==> src/rtl/rlbp_cap_pkg.sv <==
// Shared definitions for the RLBP serial capture block: register offsets,
// STATUS/CTRL bit positions and the packed STATUS word.
package rlbp_cap_pkg;

  // Register offsets within the 16-byte decode window
  localparam logic [3:0] OFS_DATA   = 4'h0;
  localparam logic [3:0] OFS_STATUS = 4'h4;
  localparam logic [3:0] OFS_CTRL   = 4'h8;

  // STATUS bit positions
  localparam int ST_EMPTY     = 0;
  localparam int ST_FULL      = 1;
  localparam int ST_OVF       = 2;
  localparam int ST_UDF       = 3;
  localparam int ST_COUNT_LSB = 8;

  // CTRL bit positions
  localparam int CTRL_EN      = 0;
  localparam int CTRL_CLR     = 1;
  localparam int CTRL_THR_LSB = 8;

  localparam int THR_W       = 6;
  localparam int CNT_FIELD_W = 7;

  typedef struct packed {
    logic [16:0]            rsvd_hi;
    logic [CNT_FIELD_W-1:0] count;
    logic [3:0]             rsvd_lo;
    logic                   udf;
    logic                   ovf;
    logic                   full;
    logic                   empty;
  } status_t;

  // CTRL read-back word; clr always reads 0
  function automatic logic [31:0] ctrl_word(input logic en, input logic [THR_W-1:0] thr);
    return {18'b0, thr, 7'b0, en};
  endfunction

endpackage

==> src/rtl/rlbp_cap_fifo.sv <==
// Synchronous FIFO for captured codes. Pointers carry one extra wrap bit so
// full/empty come from an MSB compare. flush_i empties the FIFO and discards
// any push/pop presented in the same cycle.
//
// Handshake: push_i is a valid strobe with no ready; a push while full (and
// not popped in the same cycle) is dropped and flagged on drop_o. pop_i while
// empty is ignored.
module rlbp_cap_fifo #(
  parameter int DATA_W = 8,
  parameter int DEPTH  = 16,
  localparam int AW    = $clog2(DEPTH)
) (
  input  logic              clk,
  input  logic              rst,
  input  logic              push_i,
  input  logic [DATA_W-1:0] push_data_i,
  input  logic              pop_i,
  input  logic              flush_i,
  output logic [DATA_W-1:0] head_o,
  output logic              full_o,
  output logic              empty_o,
  output logic [AW:0]       count_o,
  output logic              drop_o
);

  logic [DATA_W-1:0] mem_q [DEPTH];
  logic [AW:0]       wr_ptr_q, wr_ptr_d;
  logic [AW:0]       rd_ptr_q, rd_ptr_d;
  logic              do_push, do_pop;

  assign empty_o = (wr_ptr_q == rd_ptr_q);
  assign full_o  = (wr_ptr_q[AW] != rd_ptr_q[AW]) &&
                   (wr_ptr_q[AW-1:0] == rd_ptr_q[AW-1:0]);
  assign count_o = wr_ptr_q - rd_ptr_q;
  assign head_o  = mem_q[rd_ptr_q[AW-1:0]];

  // A push into a full FIFO still lands when a pop frees the slot that cycle
  assign do_pop  = pop_i & ~empty_o & ~flush_i;
  assign do_push = push_i & (~full_o | do_pop) & ~flush_i;
  assign drop_o  = push_i & full_o & ~do_pop & ~flush_i;

  // Next pointer values
  always_comb begin
    wr_ptr_d = wr_ptr_q;
    rd_ptr_d = rd_ptr_q;
    if (flush_i) begin
      wr_ptr_d = '0;
      rd_ptr_d = '0;
    end else begin
      if (do_push) wr_ptr_d = wr_ptr_q + 1'b1;
      if (do_pop)  rd_ptr_d = rd_ptr_q + 1'b1;
    end
  end

  // Pointer registers
  always_ff @(posedge clk) begin
    if (rst) begin
      wr_ptr_q <= '0;
      rd_ptr_q <= '0;
    end else begin
      wr_ptr_q <= wr_ptr_d;
      rd_ptr_q <= rd_ptr_d;
    end
  end

  // Storage write; contents are don't-care until pointed at
  always_ff @(posedge clk) begin
    if (do_push) mem_q[wr_ptr_q[AW-1:0]] <= push_data_i;
  end

endmodule

==> src/rtl/rlbp_serial_capture.sv <==
// RLBP serial capture: deserializes the RLBP bit stream into DATA_W-bit codes,
// buffers them in a FIFO and exposes DATA/STATUS/CTRL as a Wishbone slave.
// Optional build macro RLBP_CAP_IRQ_EN enables the fill-threshold interrupt
// and the CTRL.thr field; without it irq_o is 0 and thr reads 0.
module rlbp_serial_capture
  import rlbp_cap_pkg::*;
#(
  parameter int          DATA_W     = 8,
  parameter int          FIFO_DEPTH = 16,
  parameter logic [31:0] BASE_ADR   = 32'h3000_0100
) (
  input  logic        clk,
  input  logic        rst,
  input  logic        s_data_i,
  input  logic        s_bit_en_i,
  input  logic        s_sync_i,
  input  logic        wbs_stb_i,
  input  logic        wbs_cyc_i,
  input  logic        wbs_we_i,
  input  logic [3:0]  wbs_sel_i,
  input  logic [31:0] wbs_adr_i,
  input  logic [31:0] wbs_dat_i,
  output logic        wbs_ack_o,
  output logic [31:0] wbs_dat_o,
  output logic        irq_o
);

  localparam int CW = $clog2(DATA_W);
  localparam int AW = $clog2(FIFO_DEPTH);

  // Deserializer state
  logic [CW-1:0]     bit_cnt_q, bit_cnt_d;
  logic [DATA_W-1:0] shreg_q, shreg_d;
  logic              word_done;
  logic              push_q;
  logic [DATA_W-1:0] word_q;

  // Registers and flags
  logic              en_q;
  logic              ovf_q, ovf_d;
  logic              udf_q, udf_d;
  logic [THR_W-1:0]  thr;

  // Wishbone
  logic              ack_q;
  logic [31:0]       dat_q;
  logic              hit, acc;
  logic [3:0]        ofs;
  logic              data_rd, status_wr, ctrl_wr, clr;
  logic [31:0]       rd_word;
  status_t           status;

  // FIFO
  logic [DATA_W-1:0] fifo_head;
  logic              fifo_full, fifo_empty, fifo_drop;
  logic [AW:0]       fifo_count;

  // Wishbone decode: one access per two clocks since ack_q blocks re-acceptance
  assign hit       = wbs_cyc_i & wbs_stb_i & (wbs_adr_i[31:4] == BASE_ADR[31:4]);
  assign acc       = hit & ~ack_q;
  assign ofs       = wbs_adr_i[3:0];
  assign data_rd   = acc & ~wbs_we_i & (ofs == OFS_DATA);
  assign status_wr = acc & wbs_we_i & wbs_sel_i[0] & (ofs == OFS_STATUS);
  assign ctrl_wr   = acc & wbs_we_i & wbs_sel_i[0] & (ofs == OFS_CTRL);
  assign clr       = ctrl_wr & wbs_dat_i[CTRL_CLR];

  // Deserializer next state: shift on bit enable, resync or clr restart the word
  always_comb begin
    bit_cnt_d = bit_cnt_q;
    shreg_d   = shreg_q;
    word_done = 1'b0;
    if (en_q) begin
      if (s_bit_en_i) shreg_d = {shreg_q[DATA_W-2:0], s_data_i};
      if (s_sync_i) begin
        bit_cnt_d = s_bit_en_i ? CW'(1) : '0;
      end else if (s_bit_en_i) begin
        if (bit_cnt_q == CW'(DATA_W - 1)) begin
          bit_cnt_d = '0;
          word_done = 1'b1;
        end else begin
          bit_cnt_d = bit_cnt_q + 1'b1;
        end
      end
    end
    if (clr) bit_cnt_d = '0;
  end

  // Deserializer registers; a completed word is pushed on the following clock
  always_ff @(posedge clk) begin
    if (rst) begin
      bit_cnt_q <= '0;
      shreg_q   <= '0;
      push_q    <= 1'b0;
      word_q    <= '0;
    end else begin
      bit_cnt_q <= bit_cnt_d;
      shreg_q   <= shreg_d;
      push_q    <= word_done & ~clr;
      if (word_done) word_q <= shreg_d;
    end
  end

  rlbp_cap_fifo #(
    .DATA_W (DATA_W),
    .DEPTH  (FIFO_DEPTH)
  ) u_fifo (
    .clk         (clk),
    .rst         (rst),
    .push_i      (push_q),
    .push_data_i (word_q),
    .pop_i       (data_rd),
    .flush_i     (clr),
    .head_o      (fifo_head),
    .full_o      (fifo_full),
    .empty_o     (fifo_empty),
    .count_o     (fifo_count),
    .drop_o      (fifo_drop)
  );

  // Sticky flags: events set, write-1 clears, clr wipes both
  always_comb begin
    ovf_d = ovf_q;
    udf_d = udf_q;
    if (status_wr && wbs_dat_i[ST_OVF]) ovf_d = 1'b0;
    if (status_wr && wbs_dat_i[ST_UDF]) udf_d = 1'b0;
    if (fifo_drop)                      ovf_d = 1'b1;
    if (data_rd && fifo_empty)          udf_d = 1'b1;
    if (clr) begin
      ovf_d = 1'b0;
      udf_d = 1'b0;
    end
  end

  // Control and flag registers
  always_ff @(posedge clk) begin
    if (rst) begin
      en_q  <= 1'b0;
      ovf_q <= 1'b0;
      udf_q <= 1'b0;
    end else begin
      if (ctrl_wr) en_q <= wbs_dat_i[CTRL_EN];
      ovf_q <= ovf_d;
      udf_q <= udf_d;
    end
  end

`ifdef RLBP_CAP_IRQ_EN
  logic [THR_W-1:0] thr_q;
  logic             irq_q;

  // Threshold register and registered fill/overflow interrupt
  always_ff @(posedge clk) begin
    if (rst) begin
      thr_q <= '0;
      irq_q <= 1'b0;
    end else begin
      if (ctrl_wr) thr_q <= wbs_dat_i[CTRL_THR_LSB +: THR_W];
      irq_q <= (en_q && (8'(fifo_count) >= 8'(thr_q)) && (thr_q != '0)) || ovf_q;
    end
  end

  assign thr   = thr_q;
  assign irq_o = irq_q;
`else
  assign thr   = '0;
  assign irq_o = 1'b0;
`endif

  // Read data mux; empty DATA reads and unmapped offsets return 0
  always_comb begin
    status       = '0;
    status.count = CNT_FIELD_W'(fifo_count);
    status.udf   = udf_q;
    status.ovf   = ovf_q;
    status.full  = fifo_full;
    status.empty = fifo_empty;
    rd_word      = '0;
    case (ofs)
      OFS_DATA:   if (!fifo_empty) rd_word = 32'(fifo_head);
      OFS_STATUS: rd_word = status;
      OFS_CTRL:   rd_word = ctrl_word(en_q, thr);
      default:    rd_word = '0;
    endcase
  end

  // Ack and read data registered together; data is 0 whenever ack is low
  always_ff @(posedge clk) begin
    if (rst) begin
      ack_q <= 1'b0;
      dat_q <= '0;
    end else begin
      ack_q <= acc;
      dat_q <= (acc && !wbs_we_i) ? rd_word : '0;
    end
  end

  assign wbs_ack_o = ack_q;
  assign wbs_dat_o = dat_q;

  logic unused_ok;
  assign unused_ok = ^{wbs_sel_i[3:1], wbs_dat_i};

endmodule
==> config.mk <==
export PLATFORM = sky130hd
export DESIGN_NAME = rlbp_serial_capture
export DESIGN_NICKNAME = d
export VERILOG_FILES = /design/src/rtl/rlbp_cap_pkg.sv /design/src/rtl/rlbp_cap_fifo.sv /design/src/rtl/rlbp_serial_capture.sv
export SDC_FILE = /design/constraint.sdc
export NUM_CORES = 1
export LEC_CHECK = 0
export ABC_CLOCK_PERIOD_IN_PS = 3100
export BUFFER_PORTS_ARGS = -buffer_cell sky130_fd_sc_hd__buf_4
export CAP_MARGIN = 20
export CORE_ASPECT_RATIO = 1.4
export CORE_MARGIN = 4
export CORE_UTILIZATION = 55
export DETAILED_ROUTE_END_ITERATION = 12
export HOLD_SLACK_MARGIN = 0.08
export PLACE_DENSITY_LB_ADDON = 0.08
export SYNTH_ARGS = -nofsm -noshare
export SYNTH_HDL_FRONTEND = slang
export SYNTH_HIERARCHICAL = 1
export SYNTH_SLANG_ARGS = --single-unit
==> constraint.sdc <==
create_clock -name clk -period 3.1 [get_ports clk]
set_input_delay 0.62 -clock clk [delete_from_list [all_inputs] [get_ports clk]]
set_output_delay 0.62 -clock clk [all_outputs]
set_load 0.005 [all_outputs]
# After elaboration in Yosys (flattened, before gate mapping)
# Memory sizes are Yosys's and may differ from the RTL's. A register that Yosys moved wholly into a read port is not among the register bits.
# Cells that the tools add are included.
# word_totals
n_memories,1
out_inout_bits,34
mem_bits_rw,128
ff_bits,66
elab_cells,82
input_bits,76
# mem_list
memory,depth,width,rd,rd_ports_with_merged_regs,write_ports,line_no,rtl
u_fifo.mem_q,16,8,1,1,1,rlbp_cap_fifo.sv:26,logic [DATA_W-1:0] mem_q [DEPTH];
# classes
bitwise_logic,26
n_mux,20
n_reduce_logical,13
addsub,4
n_eq_ne,7
# op_table
op,n
$pmux W32 S3,1
$eq A28 B26 Y1 const B,1
$mux W8,3
$and A1 B1 Y1,18
$mux W1,11
$add A5 B1 Y5 const B,2
$mux W3,3
$mux W4,2
$not A1 Y1,7
$reduce_bool A2 Y1,3
$eq A5 B5 Y1,1
$logic_and A1 B1 Y1,5
$sub A5 B5 Y5,1
$eq A4 B3 Y1 const B,1
$eq A4 B4 Y1,1
$eq A4 B4 Y1 const B,1
$logic_not A4 Y1,1
$reduce_or A2 Y1,2
$add A3 B1 Y3 const B,1
$eq A3 B3 Y1 const B,1
$reduce_and A2 Y1,1
$logic_not A1 Y1,1
$ne A1 B1 Y1,1
$or A1 B1 Y1,1

# Longest topological paths before layout
# logic_depth
depth_word,14
ltp_mapped,8

# By module
# Netlist, hierarchy kept.
# modules_own_cells
mod,cells_per_inst,seq_area_each_um2,instances,area_per_inst_um2
rlbp_cap_fifo,307,4124.0,1,5710.5
rlbp_serial_capture,184,720.7,1,1722.9

# Worst setup path after synthesis
# Ideal clock, no wire load.
# synth_timing
path_kind,input to register
start,in wbs_adr_i[2]
end,mem u_fifo.mem_q[0][0] (enable)
required_time_ns,2.717
n_path_buf,0
arrival_ns,2.509
stages,6
slack_ns,0.207
cell_sequence,or4_1 nor2_1 and3_1 o31a_1 nand2_1 nor3_1
# synth_rtl
item,line_no,rtl
start: declaration,rlbp_serial_capture.sv:21,"input logic [31:0] wbs_adr_i,"
$logic_not A4 Y1,rlbp_serial_capture.sv:62,assign data_rd = acc & ~wbs_we_i & (ofs == OFS_DATA);
$and A1 B1 Y1,rlbp_serial_capture.sv:62,
net data_rd,rlbp_serial_capture.sv:49,"logic data_rd, status_wr, ctrl_wr, clr;"
$and A1 B1 Y1 (2 in a row),rlbp_cap_fifo.sv:38,assign do_pop = pop_i & ~empty_o & ~flush_i;
$or A1 B1 Y1,rlbp_cap_fifo.sv:39,assign do_push = push_i & (~full_o | do_pop) & ~flush_i;
$and A1 B1 Y1 (2 in a row),rlbp_cap_fifo.sv:39,
$mux W1,rlbp_cap_fifo.sv:68,if (do_push) mem_q[wr_ptr_q[AW-1:0]] <= push_data_i;
$mux W1 (implied by the code),rlbp_cap_fifo.sv:68,
end: declaration,rlbp_cap_fifo.sv:26,
# The timed path passes the listed nets, and every way through them passes these cells.

# Final worst setup path
# layout_timing
start,in wbs_adr_i[2]
end,mem u_fifo.mem_q[5][6] (enable)
# Same word-level chain as after synthesis.

==> out/metrics.csv <==
stage,metric,value,unit
timing,fmax,0.360,GHz
layout,antenna-diode-count,0,
placement,placed_area,8210,um2
placement,gp_congestion,0.859,
synthesis,ys_warn_count,6,
placement,hpwl,11.0,mm
worst_setup_path,cp_data_arrival_time,2.82,ns
layout,drive_gt1_frac,0.296,
pwr,p_leak,3.46,nW
global_routing,first_global_vias,4627,
worst_setup_path,critPathRequiredTime,3.14,ns
global_routing,grt-ovfl-total,0,
clock_network,cts_buffer_depth,2,
clock_network,post_cts_buffers,0,
floorplanning,start_util,0.558,
clock_network,holdBufCountCts,0,
timing,drv_slew,0,
synthesis,synth_top_area_frac,0.517,
timing,worstMarginPinSlew,0.869,ns
layout,syn2layout_area_growth,18.9,%
floorplanning,rows,50,
drt,dr.pass1.iters,4,
drt,viasPerCell,5.56,
clock_network,clk_pin_slew,0.06,ns
timing,period_share,0.897,
synthesis,async_reset_ff_frac,0,
timing,setup_tns,0,ns
drt,drtAntennaViolNets,0,
drt,drt-initial-drc-count,304,
worst_setup_path,crit_path_top_delay_cell,nor2_1,
timing,finalClockSkew,0.0126,ns
synthesis,syn_area,7430,um2
global_routing,grt_pass1_wl,25.1,mm
floorplanning,die_area,15500,um2
pwr,clkPwrFrac,0.449,
pwr,p_int,3.82,mW
global_routing,antenna_found_initial,0,
synthesis,synthFlopType,edfxtp_1,
timing,slew_headroom,0.419,
worst_setup_path,path_cells,buf_4 -> or4_1 -> nor2_1 -> and3_1 -> o31a_1 -> nand2_1 -> buf_4 -> nor2_1,
layout,fin_nets,676,
floorplanning,die_h,146,um
drt,wl_per_cell,19.6,um
floorplanning,dieWidth,106,um
pwr,p_per_area,536,nW/um2
drt,wl,15.4,mm
synthesis,ys_ff_latch,178,
hold_path,min_path_type,in -> reg,
placement,io_buffers,58,
synthesis,yosysSeqAreaShare,0.652,
worst_setup_path,critPathKind,in -> reg,
timing,fin_crit,2.78,ns
synthesis,synth.area.top_cells,"edfxtp_1 52%, dfxtp_1 13%, mux4_2 9.7%",
clock_network,cts_resized,0,
pwr,p_comb_frac,0.020,
worst_setup_path,worstSetupEndpointType,register,
pwr,power,4.74,mW
synthesis,syn_avg_cell_area,15.1,um2
timing,hold_viol_final,0,
pwr,ir_worst_vdd,0.364,mV
clock_network,clkLatencyLatePin,0.42,ns
worst_setup_path,cp-start-kind,primary input,
pwr,switchingPower,916,uW
pwr,swShare,0.193,
timing,rsz0062_at_grt,false,
timing,hold_ws,0.456,ns
clock_network,cts.sink_count,178,
layout,fin_area,8840,um2
synthesis,synth_edf_count,128,
worst_setup_path,max_stage_delay,0.66,ns
timing,setup_violations,0,
run_status,status,completed,
pwr,power_frac_seq,0.531,
drt,vias,4352,
clock_network,clockRootBuffer,clkbuf_16,
synthesis,syn_inst,491,
drt,drc,0,
synthesis,synth_area_leader_cell,edfxtp_1,
floorplanning,core_area,13300,um2
global_routing,track_usage,0.214,
clock_network,cts_tree,built,
clock_network,htree_levels,4,
floorplanning,ios,110,
clock_network,tritoncts.num_buffers,17,
global_routing,grt_max_degree,33,
worst_setup_path,worstPathMaxFanout,8,
synthesis,ys_types,52,
run,max_cap_viol_count,0,
-- area by class of cell --
cell class,instances,area (um2)
Clock inverter,9,90.1
Multi-Input combinational cell,282,2390
Inverter,13,48.8
Clock buffer,23,512
Sequential cell,178,4850
Timing Repair Buffer,96,728
Fill cell,967,4490
Tap cell,182,228
-- registers in the layout, indices dropped and copies added (netlist names), named ones only --
register and cells:
wbs_dat_o 13, word_q 8, u_fifo/wr_ptr_q 5, udf_q 1
ovf_q 1, shreg_q 7, bit_cnt_q 3, wbs_ack_o 1
push_q 1, u_fifo/rd_ptr_q 5, en_q 1, u_fifo/mem_q 128
-- Yosys cell counts (4+ instances only) --
cell type,n
a22oi_1,22
edfxtp_1,128
and4_1,12
nor3_1,6
nor4_4,6
nand2_1,49
xnor2_1,5
clkbuf_1,8
ha_1,11
mux4_2,32
nor2_1,35
a21oi_1,22
buf_1,5
o21ai_0,4
dfxtp_1,50
xor2_1,4
inv_1,13
buf_4,22
nand4_1,5
-- per-layer routing --
metal  up-vias  routed length, um  track usage
met5         -                  0            0
met4         0                451       0.0881
met3        30                834       0.0484
met2       148               7980        0.357
met1      2138               6110        0.271
li1       2036                  -            -
-- per-stage QoR --
step / cells / util / setup slack, ns
after global placement: 747 / 0.616 / -0.161
after global routing: 783 / 0.663 / 0.234
after floorplan: 510 / - / 0.207
after detailed placement: 747 / 0.616 / -0.268
final: 783 / 0.663 / 0.319
after CTS: 779 / 0.662 / 0.161
-- critical path, delay by kind of cell --
kind                   cells  cell delay (ns)
and+or+nand+nor            5             1.69
buffers and inverters      2             0.26
AOI/OAI and AO/OA          1             0.24
-- power groups by stage --
stage	combinational [mW]	clock [mW]	sequential (mW)
finish	0.0970	2.13	2.52
global route	0.106	2.27	2.51
detailed placement	0.0966	0	2.57
CTS	0.0966	2.16	2.52
floorplan	0.0458	0	2.57
global placement	0.0950	0	2.57
-- layout by cell type, fill, tap and decap left out, types with 3 or more instances in the layout --
cell / n
conb_1: 20
edfxtp_1: 128
inv_1: 13
and3_1: 3
and2_1: 3
and4_1: 12
a22oi_1: 22
xor2_1: 4
nor4_4: 6
ha_1: 11
nor2b_1: 3
dfxtp_1: 49
xnor2_1: 5
nand2_1: 49
o31ai_1: 3
nand4_1: 5
nor3_1: 6
mux2i_1: 3
buf_4: 91
nor2_1: 35
a21oi_1: 22
clkbuf_16: 19
mux4_2: 32
o21ai_0: 4
-- path summary, 6_finish.rpt --
path	cells past startpoint	end	slack, ns	startpoint
max	8	u_fifo/mem_q[5][6]	0.32	wbs_adr_i[2]
min	3	word_q[0]	0.46	s_data_i
max reg2reg	6	u_fifo/mem_q[5][6]	0.46	u_fifo/wr_ptr_q[3]
min reg2reg	2	shreg_q[6]	0.46	shreg_q[6]
-- cells by family (layout without fill, tap and decap cells) --
| group | count (synthesis) | count (layout) | share of synthesized area |
|---|---|---|---|
| DFF | 178 | 178 | 0.652 |
| and+or+nand+nor | 143 | 143 | 0.115 |
| muxes | 36 | 36 | 0.103 |
| buffers and inverters | 50 | 141 | 0.0367 |
| xor gates and xnor gates | 11 | 11 | 0.0150 |
| AOI/OAI and AO/OA | 60 | 60 | 0.0574 |
| adders and majority gates | 12 | 12 | 0.0212 |
| other | 1 | 20 | 0.000504 |
Power figures use the tool's default switching activity.
